## src/rtl/reg_file_mp_pkg.sv

```systemverilog
// Shared types and elaboration helpers for the multi-port register file.
// Holds the clear-sequencer state encoding and the address-width sanity check.
package reg_file_pkg;

    localparam int DEF_DATA_W   = 32;
    localparam int DEF_NUM_REGS = 16;

    typedef enum logic [1:0] {
        IDLE  = 2'd0,
        CLEAR = 2'd1,
        DONE  = 2'd2
    } clr_state_t;

    // True when an ADDR_W-bit address can reach every one of num_regs registers.
    function automatic bit addr_w_fits(input int addr_w, input int num_regs);
        return (addr_w >= 1) && (addr_w <= 30) && ((1 << addr_w) >= num_regs);
    endfunction

endpackage

```

## src/rtl/reg_file_mp_if.sv

```systemverilog
// Bus-side bundle of the register file: one write port, two read ports, clear handshake.
// master = the datapath/control side, slave = the register file.
interface reg_file_mp_if
    import reg_file_pkg::*;
#(
    parameter int DATA_W = DEF_DATA_W,
    parameter int ADDR_W = 4
);
    logic              wr_en;
    logic [ADDR_W-1:0] wr_addr;
    logic [DATA_W-1:0] wr_data;
    logic              wr_rej;
    logic              rd_en_a;
    logic [ADDR_W-1:0] rd_addr_a;
    logic [DATA_W-1:0] rd_data_a;
    logic              rd_en_b;
    logic [ADDR_W-1:0] rd_addr_b;
    logic [DATA_W-1:0] rd_data_b;
    logic              clr_req;
    logic              clr_busy;
    logic              clr_done;

    modport master (
        output wr_en, wr_addr, wr_data, rd_en_a, rd_addr_a, rd_en_b, rd_addr_b, clr_req,
        input  wr_rej, rd_data_a, rd_data_b, clr_busy, clr_done
    );

    modport slave (
        input  wr_en, wr_addr, wr_data, rd_en_a, rd_addr_a, rd_en_b, rd_addr_b, clr_req,
        output wr_rej, rd_data_a, rd_data_b, clr_busy, clr_done
    );
endinterface

```

## src/rtl/reg_file_mp_clr_seq.sv

```systemverilog
// Bulk-clear sequencer: walks every register index once, then pulses done.
// NUM_REGS cycles in CLEAR plus one in DONE; requests outside IDLE are dropped.
module reg_file_clr_seq
    import reg_file_pkg::*;
#(
    parameter int NUM_REGS = DEF_NUM_REGS,
    parameter int ADDR_W   = 4
) (
    input  logic              clk,
    input  logic              reset,
    input  logic              clr_req,
    output logic              clr_busy,
    output logic              clr_done,
    output logic              clr_we,
    output logic [ADDR_W-1:0] clr_addr
);
    localparam logic [ADDR_W-1:0] LAST = ADDR_W'(NUM_REGS - 1);

    clr_state_t        state;
    logic [ADDR_W-1:0] cnt;

    always_ff @(posedge clk or posedge reset) begin
        if (reset) begin
            state    <= IDLE;
            cnt      <= '0;
            clr_busy <= 1'b0;
            clr_done <= 1'b0;
            clr_we   <= 1'b0;
        end else begin
            clr_done <= 1'b0;
            case (state)
                IDLE: begin
                    if (clr_req) begin
                        state    <= CLEAR;
                        cnt      <= '0;
                        clr_busy <= 1'b1;
                        clr_we   <= 1'b1;
                    end
                end
                CLEAR: begin
                    cnt <= cnt + ADDR_W'(1);
                    if (cnt == LAST) begin
                        state  <= DONE;
                        clr_we <= 1'b0;
                    end
                end
                DONE: begin
                    // busy drops in the same cycle done is seen, so a held request restarts next
                    state    <= IDLE;
                    clr_busy <= 1'b0;
                    clr_done <= 1'b1;
                end
                default: begin
                    state    <= IDLE;
                    clr_busy <= 1'b0;
                    clr_we   <= 1'b0;
                end
            endcase
        end
    end

    assign clr_addr = cnt;

endmodule

```

## src/rtl/reg_file_mp.sv

```systemverilog
// General-purpose register file: one write port, two registered read ports, bulk clear.
// Reads land one cycle after rd_en; writes are refused (wr_rej) while a clear runs.
module reg_file_mp
    import reg_file_pkg::*;
#(
    parameter int DATA_W   = DEF_DATA_W,
    parameter int NUM_REGS = DEF_NUM_REGS,
    parameter int ADDR_W   = 4,
    parameter bit R0_ZERO  = 1'b1,
    parameter bit BYPASS   = 1'b1
) (
    input logic         clk,
    input logic         reset,
    reg_file_mp_if.slave bus
);
    if (!addr_w_fits(ADDR_W, NUM_REGS) || NUM_REGS < 2 || NUM_REGS > 256) begin : g_bad_params
        $error("reg_file_mp: NUM_REGS must be 2..256 and fit in ADDR_W bits");
    end

    localparam logic [ADDR_W:0] NUM_REGS_X = (ADDR_W + 1)'(NUM_REGS);

    logic [DATA_W-1:0] regs [NUM_REGS];
    logic              clr_busy;
    logic              clr_done;
    logic              clr_we;
    logic [ADDR_W-1:0] clr_addr;
    logic              wr_ok;
    logic [DATA_W-1:0] sel_a;
    logic [DATA_W-1:0] sel_b;

    // An address is live when it names a real, writable register.
    function automatic logic addr_live(input logic [ADDR_W-1:0] addr);
        return ({1'b0, addr} < NUM_REGS_X) && !(R0_ZERO && addr == '0);
    endfunction

    reg_file_clr_seq #(
        .NUM_REGS (NUM_REGS),
        .ADDR_W   (ADDR_W)
    ) u_clr_seq (
        .clk      (clk),
        .reset    (reset),
        .clr_req  (bus.clr_req),
        .clr_busy (clr_busy),
        .clr_done (clr_done),
        .clr_we   (clr_we),
        .clr_addr (clr_addr)
    );

    assign bus.clr_busy = clr_busy;
    assign bus.clr_done = clr_done;

    // clr_busy covers CLEAR and DONE, i.e. every non-IDLE state
    assign wr_ok = bus.wr_en && !clr_busy && addr_live(bus.wr_addr);

    always_comb begin
        sel_a = '0;
        sel_b = '0;
        if (addr_live(bus.rd_addr_a))
            sel_a = (BYPASS && wr_ok && bus.wr_addr == bus.rd_addr_a) ? bus.wr_data
                                                                      : regs[bus.rd_addr_a];
        if (addr_live(bus.rd_addr_b))
            sel_b = (BYPASS && wr_ok && bus.wr_addr == bus.rd_addr_b) ? bus.wr_data
                                                                      : regs[bus.rd_addr_b];
    end

    always_ff @(posedge clk or posedge reset) begin
        if (reset) begin
            for (int i = 0; i < NUM_REGS; i++)
                regs[i] <= '0;
        end else if (clr_we) begin
            regs[clr_addr] <= '0;
        end else if (wr_ok) begin
            regs[bus.wr_addr] <= bus.wr_data;
        end
    end

    always_ff @(posedge clk or posedge reset) begin
        if (reset) begin
            bus.rd_data_a <= '0;
            bus.rd_data_b <= '0;
            bus.wr_rej    <= 1'b0;
        end else begin
            if (bus.rd_en_a)
                bus.rd_data_a <= sel_a;
            if (bus.rd_en_b)
                bus.rd_data_b <= sel_b;
            bus.wr_rej <= bus.wr_en && !wr_ok;
        end
    end

endmodule

```

## src/flat_wrapper.sv

```systemverilog
// flat-port wrapper written by rule: the top's interface ports become plain ports
module reg_file_mp_flat import reg_file_pkg::*;
#(
    parameter int DATA_W   = DEF_DATA_W,
    parameter int NUM_REGS = DEF_NUM_REGS,
    parameter int ADDR_W   = 4,
    parameter bit R0_ZERO  = 1'b1,
    parameter bit BYPASS   = 1'b1
)
  (clk, reset, bus_wr_en, bus_wr_addr, bus_wr_data, bus_rd_en_a, bus_rd_addr_a, bus_rd_en_b, bus_rd_addr_b, bus_clr_req, bus_wr_rej, bus_rd_data_a, bus_rd_data_b, bus_clr_busy, bus_clr_done);
  reg_file_mp_if #(.DATA_W(DATA_W), .ADDR_W(ADDR_W)) bus_i ();
  input logic clk;
  input logic reset;
  input wire logic [$bits(bus_i.wr_en)-1:0] bus_wr_en;
  input wire logic [$bits(bus_i.wr_addr)-1:0] bus_wr_addr;
  input wire logic [$bits(bus_i.wr_data)-1:0] bus_wr_data;
  input wire logic [$bits(bus_i.rd_en_a)-1:0] bus_rd_en_a;
  input wire logic [$bits(bus_i.rd_addr_a)-1:0] bus_rd_addr_a;
  input wire logic [$bits(bus_i.rd_en_b)-1:0] bus_rd_en_b;
  input wire logic [$bits(bus_i.rd_addr_b)-1:0] bus_rd_addr_b;
  input wire logic [$bits(bus_i.clr_req)-1:0] bus_clr_req;
  output wire logic [$bits(bus_i.wr_rej)-1:0] bus_wr_rej;
  output wire logic [$bits(bus_i.rd_data_a)-1:0] bus_rd_data_a;
  output wire logic [$bits(bus_i.rd_data_b)-1:0] bus_rd_data_b;
  output wire logic [$bits(bus_i.clr_busy)-1:0] bus_clr_busy;
  output wire logic [$bits(bus_i.clr_done)-1:0] bus_clr_done;
  assign bus_i.wr_en = bus_wr_en;
  assign bus_i.wr_addr = bus_wr_addr;
  assign bus_i.wr_data = bus_wr_data;
  assign bus_i.rd_en_a = bus_rd_en_a;
  assign bus_i.rd_addr_a = bus_rd_addr_a;
  assign bus_i.rd_en_b = bus_rd_en_b;
  assign bus_i.rd_addr_b = bus_rd_addr_b;
  assign bus_i.clr_req = bus_clr_req;
  assign bus_wr_rej = bus_i.wr_rej;
  assign bus_rd_data_a = bus_i.rd_data_a;
  assign bus_rd_data_b = bus_i.rd_data_b;
  assign bus_clr_busy = bus_i.clr_busy;
  assign bus_clr_done = bus_i.clr_done;
  reg_file_mp #(.DATA_W(DATA_W), .NUM_REGS(NUM_REGS), .ADDR_W(ADDR_W), .R0_ZERO(R0_ZERO), .BYPASS(BYPASS)) u_core (.clk(clk), .reset(reset), .bus(bus_i));
endmodule
```

## config.mk

```make
export PLATFORM = sky130hd
export DESIGN_NAME = reg_file_mp_flat
export DESIGN_NICKNAME = d
export VERILOG_FILES = /design/src/rtl/reg_file_mp_pkg.sv /design/src/rtl/reg_file_mp_if.sv /design/src/rtl/reg_file_mp_clr_seq.sv /design/src/rtl/reg_file_mp.sv /design/src/flat_wrapper.sv
export SDC_FILE = /design/constraint.sdc
export NUM_CORES = 1
export LEC_CHECK = 0
export CORE_MARGIN = 3
export CORE_UTILIZATION = 55
export CTS_CLUSTER_SIZE = 20
export DETAILED_ROUTE_END_ITERATION = 8
export HOLD_SLACK_MARGIN = 0.15
export PLACE_DENSITY_LB_ADDON = 0.08
export SLEW_MARGIN = 0
export SYNTH_ARGS = -nofsm -noshare
export SYNTH_HDL_FRONTEND = slang
export SYNTH_HIERARCHICAL = 1
export SYNTH_SLANG_ARGS = --single-unit
```

## constraint.sdc

```tcl
create_clock -name clk -period 24.1 [get_ports clk]
set_input_delay 2.41 -clock clk [delete_from_list [all_inputs] [get_ports clk]]
set_output_delay 2.41 -clock clk [all_outputs]
set_load 0.01 [all_outputs]
```

# --- Word-level counts from Yosys, hierarchy flattened ---
# Index checks and enable logic that the tools add are counted.
word_totals:
  regBits: 586
  latch_bits: 0
  ram_bits: 0
  mem_bits_ro: 0
  input_bits: 50
  out_inout_bits: 67
  wordCells: 93
  memories: 0
classes:
  add_sub_neg: 1
  n_mul: 0
  div_mod_pow: 0
  magnitude_cmp: 6
  eq_ne: 7
  shift: 0
  mux: 27
  bitwise: 8
  reduce_logical: 20
op_table:
  columns: ["operator", "count"]
  rows:
  - ["512-bit two-way mux", 2]
  - ["512-bit bitwise AND", 1]
  - ["512-bit bitwise mux", 1]
  - ["512-bit inverter", 1]
  - ["32-bit two-way mux", 10]
  - ["32-bit binary-select mux with 4-bit select", 2]
  - ["32-bit demux with 4-bit select", 2]
  - ["5-bit greater-or-equal comparator, second input constant", 4]
  - ["4-bit inverter with 5-bit output", 4]
  - ["4-bit logical NOT", 3]
  - ["5-bit by 1-bit less-than comparator with 1-bit output, second input constant", 2]
  - ["4-bit equality test", 2]
  - ["4-bit one-hot mux with 2 select lines", 1]
  - ["1-bit logical AND", 7]
  - ["2-bit AND reduction", 3]
  - ["4-bit by 1-bit adder with 4-bit output, second input constant", 1]
  - ["4-bit equality test, second input constant", 1]
  - ["2-bit two-way mux", 2]
  - ["4-bit two-way mux", 1]
  - ["2-bit inequality test, second input constant", 2]
  - ["2-bit one-hot mux with 2 select lines", 1]
  - ["2-bit nonzero test", 2]
  - ["1-bit logical NOT", 3]
  - ["1-bit two-way mux", 3]
  - ["other kinds (7)", 8]

# --- Logic depth before layout (Yosys ltp) ---
# Gate-level depths: netlist (run 1).
logic_depth:
  ltp_word: 8
  mapped_depth: 8
  depth_no_buf: 5

# --- Hierarchy ---
# The synthesis (run 1) kept the hierarchy.
modules_own_cells:
  columns: ["module", "n_inst", "cells_each", "area_each_um2"]
  rows:
  - ["reg_file_mp", 1, 2290, 29385.7]
  - ["reg_file_clr_seq", 1, 35, 382.9]

# --- Worst setup path before layout (run 1) ---
# OpenSTA, ideal clock, no wires.
synth_timing:
  path_type: "input -> register"
  startpoint: "input port bus_wr_addr[3]"
  endpoint: "register u_core/regs[320] in the netlist's numbering"
  setup_ps: 121
  arrival_time_ps: 3867
  required_ps: 23979
  setup_slack_ps: 20112
  cell_stages: 7
  n_path_buf: 2
  cell_sequence: "buf_2 > nand2b_1 > or3_4 > nor3b_4 > a21oi_1 > buf_2 > a22o_1"
synth_between:
  elab_chain_len: 8
  word_cells_on_any_way: 13
  classes_between: "order compare: 2; mux: 5; bitwise: 1; reduce/logical: 5"
synth_rtl:
  columns: ["element", "line_no", "text"]
  rows:
  - ["start, declared", "flat_wrapper.sv:15", "input wire logic [$bits(bus_i.wr_addr)-1:0] bus_wr_addr;"]
  - ["4-bit inverter with 5-bit output (implied by the code)", "reg_file_mp.sv:73", "regs[bus.wr_addr] <= bus.wr_data;"]
  - ["5-bit greater-or-equal comparator (implied by the code) / 5-bit by 1-bit less-than comparator with 1-bit output (equally long branches)", "reg_file_mp.sv:73", null]
  - ["1-bit logical AND (implied by the code)", "reg_file_mp.sv:73", null]
  - ["32-bit two-way mux (implied by the code)", "reg_file_mp.sv:73", null]
  - ["32-bit demux with 4-bit select", "reg_file_mp.sv:73", null]
  - ["512-bit bitwise mux", "reg_file_mp.sv:73", null]
  - ["512-bit two-way mux", "reg_file_mp.sv:72", "end else if (wr_ok) begin"]
  - ["512-bit two-way mux", "reg_file_mp.sv:70", "end else if (clr_we) begin"]
  - ["end signal, assigned by index", "reg_file_mp.sv:73", null]
  - ["end, declared", "reg_file_mp.sv:22", "logic [DATA_W-1:0] regs [NUM_REGS];"]
# Parallel ways exist; a longest one is shown, timed or not. The select of a mux whose other input is x is not followed.
# A chain may end at the register's enable or synchronous reset.

# --- Worst setup path after layout (run 1) ---
layout_timing:
  startpoint: "input port bus_rd_addr_b[0]"
  endpoint: "register u_core.bus.rd_data_b[0]"
layout_between:
  elab_chain_len: 6
  word_cells_on_any_way: 9
  classes_between: "eq/ne: 1; mux: 5; bitwise: 1; reduce/logical: 2"
layout_rtl:
  columns: ["element", "line_no", "text"]
  rows:
  - ["start, declared", "flat_wrapper.sv:20", "input wire logic [$bits(bus_i.rd_addr_b)-1:0] bus_rd_addr_b;"]
  - ["4-bit inverter with 5-bit output (implied by the code)", "reg_file_mp.sv:63", ": regs[bus.rd_addr_b];"]
  - ["32-bit binary-select mux with 4-bit select", "reg_file_mp.sv:63", null]
  - ["32-bit two-way mux (implied by the code) (2 in a row)", "reg_file_mp.sv:63", null]
  - ["32-bit two-way mux", "reg_file_mp.sv:62", "sel_b = (BYPASS && wr_ok && bus.wr_addr == bus.rd_addr_b) ? bus.wr_data"]
  - ["32-bit two-way mux (*)", "reg_file_mp.sv:61", "if (addr_live(bus.rd_addr_b))"]
  - ["end signal, assigned", "reg_file_mp.sv:86", "bus.rd_data_b <= sel_b;"]
  - ["end, declared", "reg_file_mp_if.sv:30", "output wr_rej, rd_data_a, rd_data_b, clr_busy, clr_done"]
# Mark *: on every way between the ends. The rest lies on a longest branch, timed or not. The select of a mux whose other input is x is not followed.

==> out/metrics.cfg, run 1 <==
[outcome]
outcome=completed

[cts]
cts_repair_resize_count=0
tritoncts_buffers=66
holdBufCountCts=0
clkTransAtPathRegs_ns=0.06
cts_setup_buffers=0
cts-root-to-sink-buffers=3
level_count_of_the_clock_h_tree=3
ctsRootBufferMaster=sky130_fd_sc_hd__clkbuf_16
clkLatencyLatePin_ns=0.60
clock-sinks=586
cts_tree=built

[yosys]
synth.ff_latch_count=586
synth_top_cell_by_area=sky130_fd_sc_hd__dfrtp_1
synthesized_area_per_cell_um2=12.8
netlist_area_um2=29800
yosysUniqueCellTypes=50
synthMostInstantiatedCell=sky130_fd_sc_hd__dfrtp_1
synth_top_area_share_pct=49.3
synth.net_count=2376
synth_top_cells_by_area=sky130_fd_sc_hd__dfrtp_1 49%, sky130_fd_sc_hd__mux4_2 14%, sky130_fd_sc_hd__a22o_1 14%, sky130_fd_sc_hd__mux2_2 4.8%, sky130_fd_sc_hd__o22ai_1 3.3%
post_synth_edffs=0
yosysWarnings=6
register_area_share_after_synthesis_pct=49.3
yosys-top-cells-count=586 x sky130_fd_sc_hd__dfrtp_1, 481 x sky130_fd_sc_hd__a22o_1, 190 x sky130_fd_sc_hd__mux4_2
synthArstFlopShare_pct=100
postSynthCellCount=2325
synthFlopType=sky130_fd_sc_hd__dfrtp_1

[global_route]
grt_max_degree=185
first_global_vias=23200
groute.usage.overall_pct=37.4
grt_pass1_wl_um=157000
antenna_violations_before_repair=3
grt.overflow.total=0

[timing]
min_period_ns=5.34
finalHoldViolCount=0
tightestPinTransition_ns=1.24
max-slew-margin-rel_pct=17.2
fin_crit_sh_pct=22.2
setup_viol_count_final=0
final.setup_skew_ns=0.0230
accumulated_negative_setup_slack_ns=0
fin_hold_ws_ns=0.500
grt_setup_unrepaired=no
finalMaxSlewViolations=0
fmax_ghz=0.187

[route]
first_pass_iters=5
top_layer_used=met5
number_of_drc_markers_after_the_initial_detailed_route_iteration=3057
drc=0
detailed_routed_wire_length_on_met2_um=46000
drt-met1-wl_um=41500
detail_route.vias_per_cell=7.69
routed-wl-met3_um=13600
via_count=23200
detail_route.wirelength_um=106000
avgRoutedWirePerCell_um=35.2
ant_nets=0

[die]
core.rowCount=84
floorplan.die_area_um2=57000
core_area_um2=53100
die_h_um=239
top_ports=117
floorplan.initialDensity_pct=56.1
die_w_um=239

[worst_setup_path]
timing.critical_path.arrival_ns=5.85
path_max_fanout=26
worstSetupEndpointType=flip-flop
worstSetupPathType=input port to flip-flop
worst_ep_required_time_ns=24.61
depth_of_the_worst_register_to_register_path=4
start_kind=input port

[run]
max_cap_viol_count=0

[layout]
layout_overhead_on_the_synthesized_area_pct=12.4
drive_gt1_share_pct=22.9
final_cell_area_um2=33500
num-nets-final=2334
final_core_util_pct=63.0

[placed_design]
gpl.final_weighted_congestion=0.833
dp.final_hpwl_um=55900
postPlaceCellArea_um2=31400
place.port_buffers=116

[min_path]
hold-path-cell-count=1
min_path_type=flip-flop to flip-flop

[power_and_ir_drop]
power.static_leakage_nw=14.8
design_power_total_w=0.00300
worst_voltage_drop_across_the_vdd_grid_mv=0.0624
power_density_of_the_placed_cells_nw_per_um2=89.6

[power breakdown]
group	switching, W	internal, W
combinational	0.000369	0.000326
sequential	0.000153	0.00115
clock	0.000414	0.000584
total	0.000936	0.00206
[flip-flops by register name, indices dropped and copies added, names as in the netlist]
register,flops
u_core/u_clr_seq/clr_we,1
u_core/u_clr_seq/clr_done,1
u_core/regs,512
u_core/u_clr_seq/clr_busy,1
u_core/u_clr_seq/clr_addr,4
u_core/u_clr_seq/state,2
u_core/bus.rd_data_a,32
u_core/bus.wr_rej,1
u_core/bus.rd_data_b,32
[worst paths after layout]
kind | endpoint | slack [ns] | start
worst min register to register | u_core/u_clr_seq/clr_busy$_DFFE_PP0P_ | 0.50 | u_core/u_clr_seq/state[1]$_DFFE_PP0P_
min in group asynchronous | u_core/u_clr_seq/clr_addr[0]$_DFFE_PP0P_ | 2.25 | reset
max in group asynchronous | u_core/regs[249]$_DFFE_PP0P_ | 19.31 | reset
worst min-delay path | u_core/u_clr_seq/clr_busy$_DFFE_PP0P_ | 0.50 | u_core/u_clr_seq/state[1]$_DFFE_PP0P_
worst max-delay path | u_core/bus.rd_data_b[0]$_DFFE_PP0P_ | 18.76 | bus_rd_addr_b[0]
worst max register to register | u_core/regs[494]$_DFFE_PP0P_ | 20.95 | u_core/u_clr_seq/clr_we$_DFFE_PP0P_
[cell type report]
class | instances | area [um2]
fillers | 4023 | 19600
flip-flops and latches | 586 | 14700
multi-input cells | 1382 | 13900
clock buffers | 95 | 1950
repair buffers | 179 | 1630
well taps | 688 | 861
inverters | 68 | 263
clock inverters | 18 | 154
diodes | 1 | 2.50
[metal layers]
metal / global-route usage, % / vias to the layer above
met5: 0 / -
met4: 15.4 / 2
met3: 11.5 / 315
met2: 54.3 / 1764
met1: 53.0 / 12100
li1: - / 8994
[layout by cell type, fill, tap and decap left out, drive strengths merged, types with 2 or more instances in the layout]
| master | synthesis | routed |
|---|---|---|
| a21oi | 12 | 12 |
| a22o | 481 | 481 |
| a31oi | 4 | 4 |
| and2 | 33 | 33 |
| and3 | 3 | 3 |
| buf | 114 | 73 |
| bufinv | 0 | 2 |
| clkbuf | 175 | 95 |
| clkdlybuf4s50 | 0 | 106 |
| clkinv | 0 | 12 |
| dfrtp | 586 | 586 |
| inv | 68 | 71 |
| mux2 | 127 | 127 |
| mux2i | 70 | 70 |
| mux4 | 190 | 190 |
| nand2 | 12 | 12 |
| nand2b | 6 | 6 |
| nand3 | 4 | 4 |
| nor2 | 110 | 110 |
| nor2b | 3 | 3 |
| nor3b | 3 | 3 |
| nor4 | 5 | 5 |
| o21ai | 97 | 97 |
| o221ai | 2 | 2 |
| o22ai | 159 | 159 |
| o32ai | 32 | 32 |
| or2 | 3 | 3 |
| or3 | 2 | 2 |
| or3b | 2 | 2 |
| or4 | 2 | 2 |
| xnor2 | 4 | 4 |
| xor2 | 4 | 4 |
[cell families (layout without fill, tap and decap cells)]
family	count (synthesis)	in the layout	share of synthesized area, %
AO/OA/AOI/OAI	794	794	20.7
XOR/XNOR	8	8	0.235
adder cells (fa/ha/maj)	1	1	0.0420
buffers and inverters	357	360	4.92
flip-flops	586	586	49.3
multiplexers	387	387	21.5
other	0	1	0
AND/OR/NAND/NOR	192	192	3.30
[worst max-delay path: stages]
cell	delay, ns
sky130_fd_sc_hd__buf_4	0.40
sky130_fd_sc_hd__buf_4	0.53
sky130_fd_sc_hd__buf_4	0.48
sky130_fd_sc_hd__xor2_1	0.19
sky130_fd_sc_hd__or4_1	0.85
sky130_fd_sc_hd__buf_4	0.41
sky130_fd_sc_hd__and3_1	0.26
sky130_fd_sc_hd__o32ai_2	0.24
[metrics by stage]
step / std cells / setup slack [ns]
finish: 3017 / 18.76
global route: 3017 / 18.74
CTS: 3016 / 18.89
detailed placement: 2903 / 18.26
global placement: 2903 / 18.31
floorplan: 2325 / 5.55
Note: power is estimated with default switching activity, not from simulation.
==> inputs of run 2 (changes only) <==
Clock period 24.1 ns to 4.4 ns, I/O delays scaled along.
==> out/metrics.cfg, run 2 (same netlist as run 1, synthesis figures left out) <==
[outcome]
outcome=completed

[global_route]
grt_pass1_wl_um=154000  ; -2.3%
first_global_vias=23300  ; +0.29%
antenna_violations_before_repair=0  ; -3
groute.usage.overall_pct=36.1  ; -1.3 points
grt_max_degree=111  ; -40%
grt.overflow.total=0  ; unchanged

[timing]
setup_viol_count_final=0  ; unchanged
tightestPinTransition_ns=1.19  ; -0.0499 ns
fin_crit_sh_pct=63.9
min_period_ns=2.81
finalHoldViolCount=0  ; unchanged
fmax_ghz=0.356
finalMaxSlewViolations=0  ; unchanged
fin_hold_ws_ns=0.165  ; -0.335 ns
accumulated_negative_setup_slack_ns=0  ; unchanged
final.setup_skew_ns=0.0238  ; +0.000838 ns
max-slew-margin-rel_pct=20.5  ; +3.3 points
grt_setup_unrepaired=no

[die]
top_ports=117  ; unchanged
core_area_um2=53100  ; unchanged
core.rowCount=84  ; unchanged
die_h_um=239  ; unchanged
floorplan.die_area_um2=57000  ; unchanged
die_w_um=239  ; unchanged
floorplan.initialDensity_pct=56.1  ; unchanged

[worst_setup_path]
worst_ep_required_time_ns=4.92  ; -19.69 ns
worstSetupEndpointType=flip-flop
start_kind=flip-flop
worstSetupPathType=flip-flop to flip-flop
timing.critical_path.arrival_ns=3.33  ; -2.52 ns
path_max_fanout=17  ; -35%

[cts]
level_count_of_the_clock_h_tree=2  ; -1
clkLatencyLatePin_ns=0.64  ; +0.04 ns
cts-root-to-sink-buffers=3  ; unchanged
clock-sinks=586  ; unchanged
cts_tree=built
clkTransAtPathRegs_ns=0.06  ; about the same
cts_repair_resize_count=0  ; unchanged
tritoncts_buffers=61  ; -7.6%
cts_setup_buffers=0  ; unchanged
holdBufCountCts=0  ; unchanged
ctsRootBufferMaster=sky130_fd_sc_hd__clkbuf_16

[layout]
layout_commonest_cell=sky130_fd_sc_hd__dfrtp_1
largest_register_ff_count=512  ; unchanged
largest-register=u_core/regs
total_area_of_sequential_cells_um2=14700  ; unchanged
num-nets-final=2341  ; +0.30%
filler_cell_count=4012  ; -0.27%
antenna-diode-count=0  ; -1
top_regs=u_core/regs: 512 flops, u_core/bus.rd_data_a: 32 flops, u_core/bus.rd_data_b: 32 flops
multi_input_combinational_cell_area_um2=13900  ; about the same
layout_overhead_on_the_synthesized_area_pct=13.4
drive_gt1_share_pct=23.1  ; +0.21 points
layout_common_cells=586 x sky130_fd_sc_hd__dfrtp_1, 481 x sky130_fd_sc_hd__a22o_1, 190 x sky130_fd_sc_hd__mux4_2

[placed_design]
gpl.final_weighted_congestion=0.842  ; +1.2%
place.port_buffers=116  ; unchanged
dp.final_hpwl_um=57200  ; +2.3%

[route]
first_pass_iters=6  ; +1
avgRoutedWirePerCell_um=33.7  ; -4.2%
number_of_drc_markers_after_the_initial_detailed_route_iteration=2782  ; -9.0%
ant_nets=0  ; unchanged
detail_route.wirelength_um=102000  ; -4.0%
detail_route.vias_per_cell=7.51  ; -2.4%
drc=0  ; unchanged
via_count=22700  ; -2.1%

[power_and_ir_drop]
design_power_total_w=0.0163  ; +440%
power_density_of_the_placed_cells_nw_per_um2=483  ; +440%
power.static_leakage_nw=14.9  ; +0.83%
worst_voltage_drop_across_the_vdd_grid_mv=0.372  ; +500%

[run]
max_cap_viol_count=0  ; unchanged

[min_path]
min_path_type=input port to asynchronous set/reset pin

run 2: worst paths after layout:
kind	cells past startpoint	from	end	slack, ns
setup / recovery	4	u_core/u_clr_seq/clr_we$_DFFE_PP0P_	u_core/regs[112]$_DFFE_PP0P_	1.59
hold / removal	2	reset	u_core/u_clr_seq/clr_done$_DFF_PP0_	0.16
hold reg to reg	1	u_core/regs[502]$_DFFE_PP0P_	u_core/regs[502]$_DFFE_PP0P_	0.51
max in group asynchronous	3	reset	u_core/regs[50]$_DFFE_PP0P_	2.87
setup reg to reg	4	u_core/u_clr_seq/clr_we$_DFFE_PP0P_	u_core/regs[112]$_DFFE_PP0P_	1.59
min in group clk	2	bus_wr_en	u_core/bus.wr_rej$_DFF_PP0_	0.47
run 2: per-stage QoR:
stage               instances  cell area (um2)  worst slack, ns  utilization (%)
finish                   3025            33700             1.59             63.6
CTS                      3025            33700             1.65             63.6
detailed placement       2915            31700             1.24             59.7
floorplan                2325            29800            -3.90                -
global route             3025            33700             1.49             63.6
global placement         2915            31700             1.34             59.7
run 2: metal layers:
layer  global-route usage [%]  wire length (um)  part of all wire [%]  vias to the layer above
met5                        0                 0                     0                        -
met2                     51.7             43900                    43                     1482
met4                     14.5              4350                   4.3                        0
met1                     51.9             41400                    41                    12000
li1                         -                 -                     -                     8996
met3                     11.1             12300                    12                      273
run 2: layout make-up:
class	count	share of cell area (%)
Inverter	68	0.768
Clock buffer	97	5.61
Timing Repair Buffer	191	5.79
Tap cell	688	2.55
Multi-Input combinational cell	1382	41.3
Clock inverter	13	0.530
Sequential cell	586	43.5
run 2: critical path, stage by stage (launching register included):
cell	delay, ns
sky130_fd_sc_hd__dfrtp_1	0.58
sky130_fd_sc_hd__nor3b_1	1.00
sky130_fd_sc_hd__a31oi_4	0.55
sky130_fd_sc_hd__buf_12	0.36
sky130_fd_sc_hd__a22o_1	0.20
run 2: power by group:
| group | internal, W | leakage [nW] | switching, W | total (W) |
|---|---|---|---|---|
| combinational | 0.00184 | 5.80 | 0.00197 | 0.00381 |
| sequential | 0.00630 | 8.08 | 0.000825 | 0.00713 |
| clock | 0.00316 | 1.02 | 0.00220 | 0.00536 |
| total | 0.0113 | 14.9 | 0.00500 | 0.0163 |
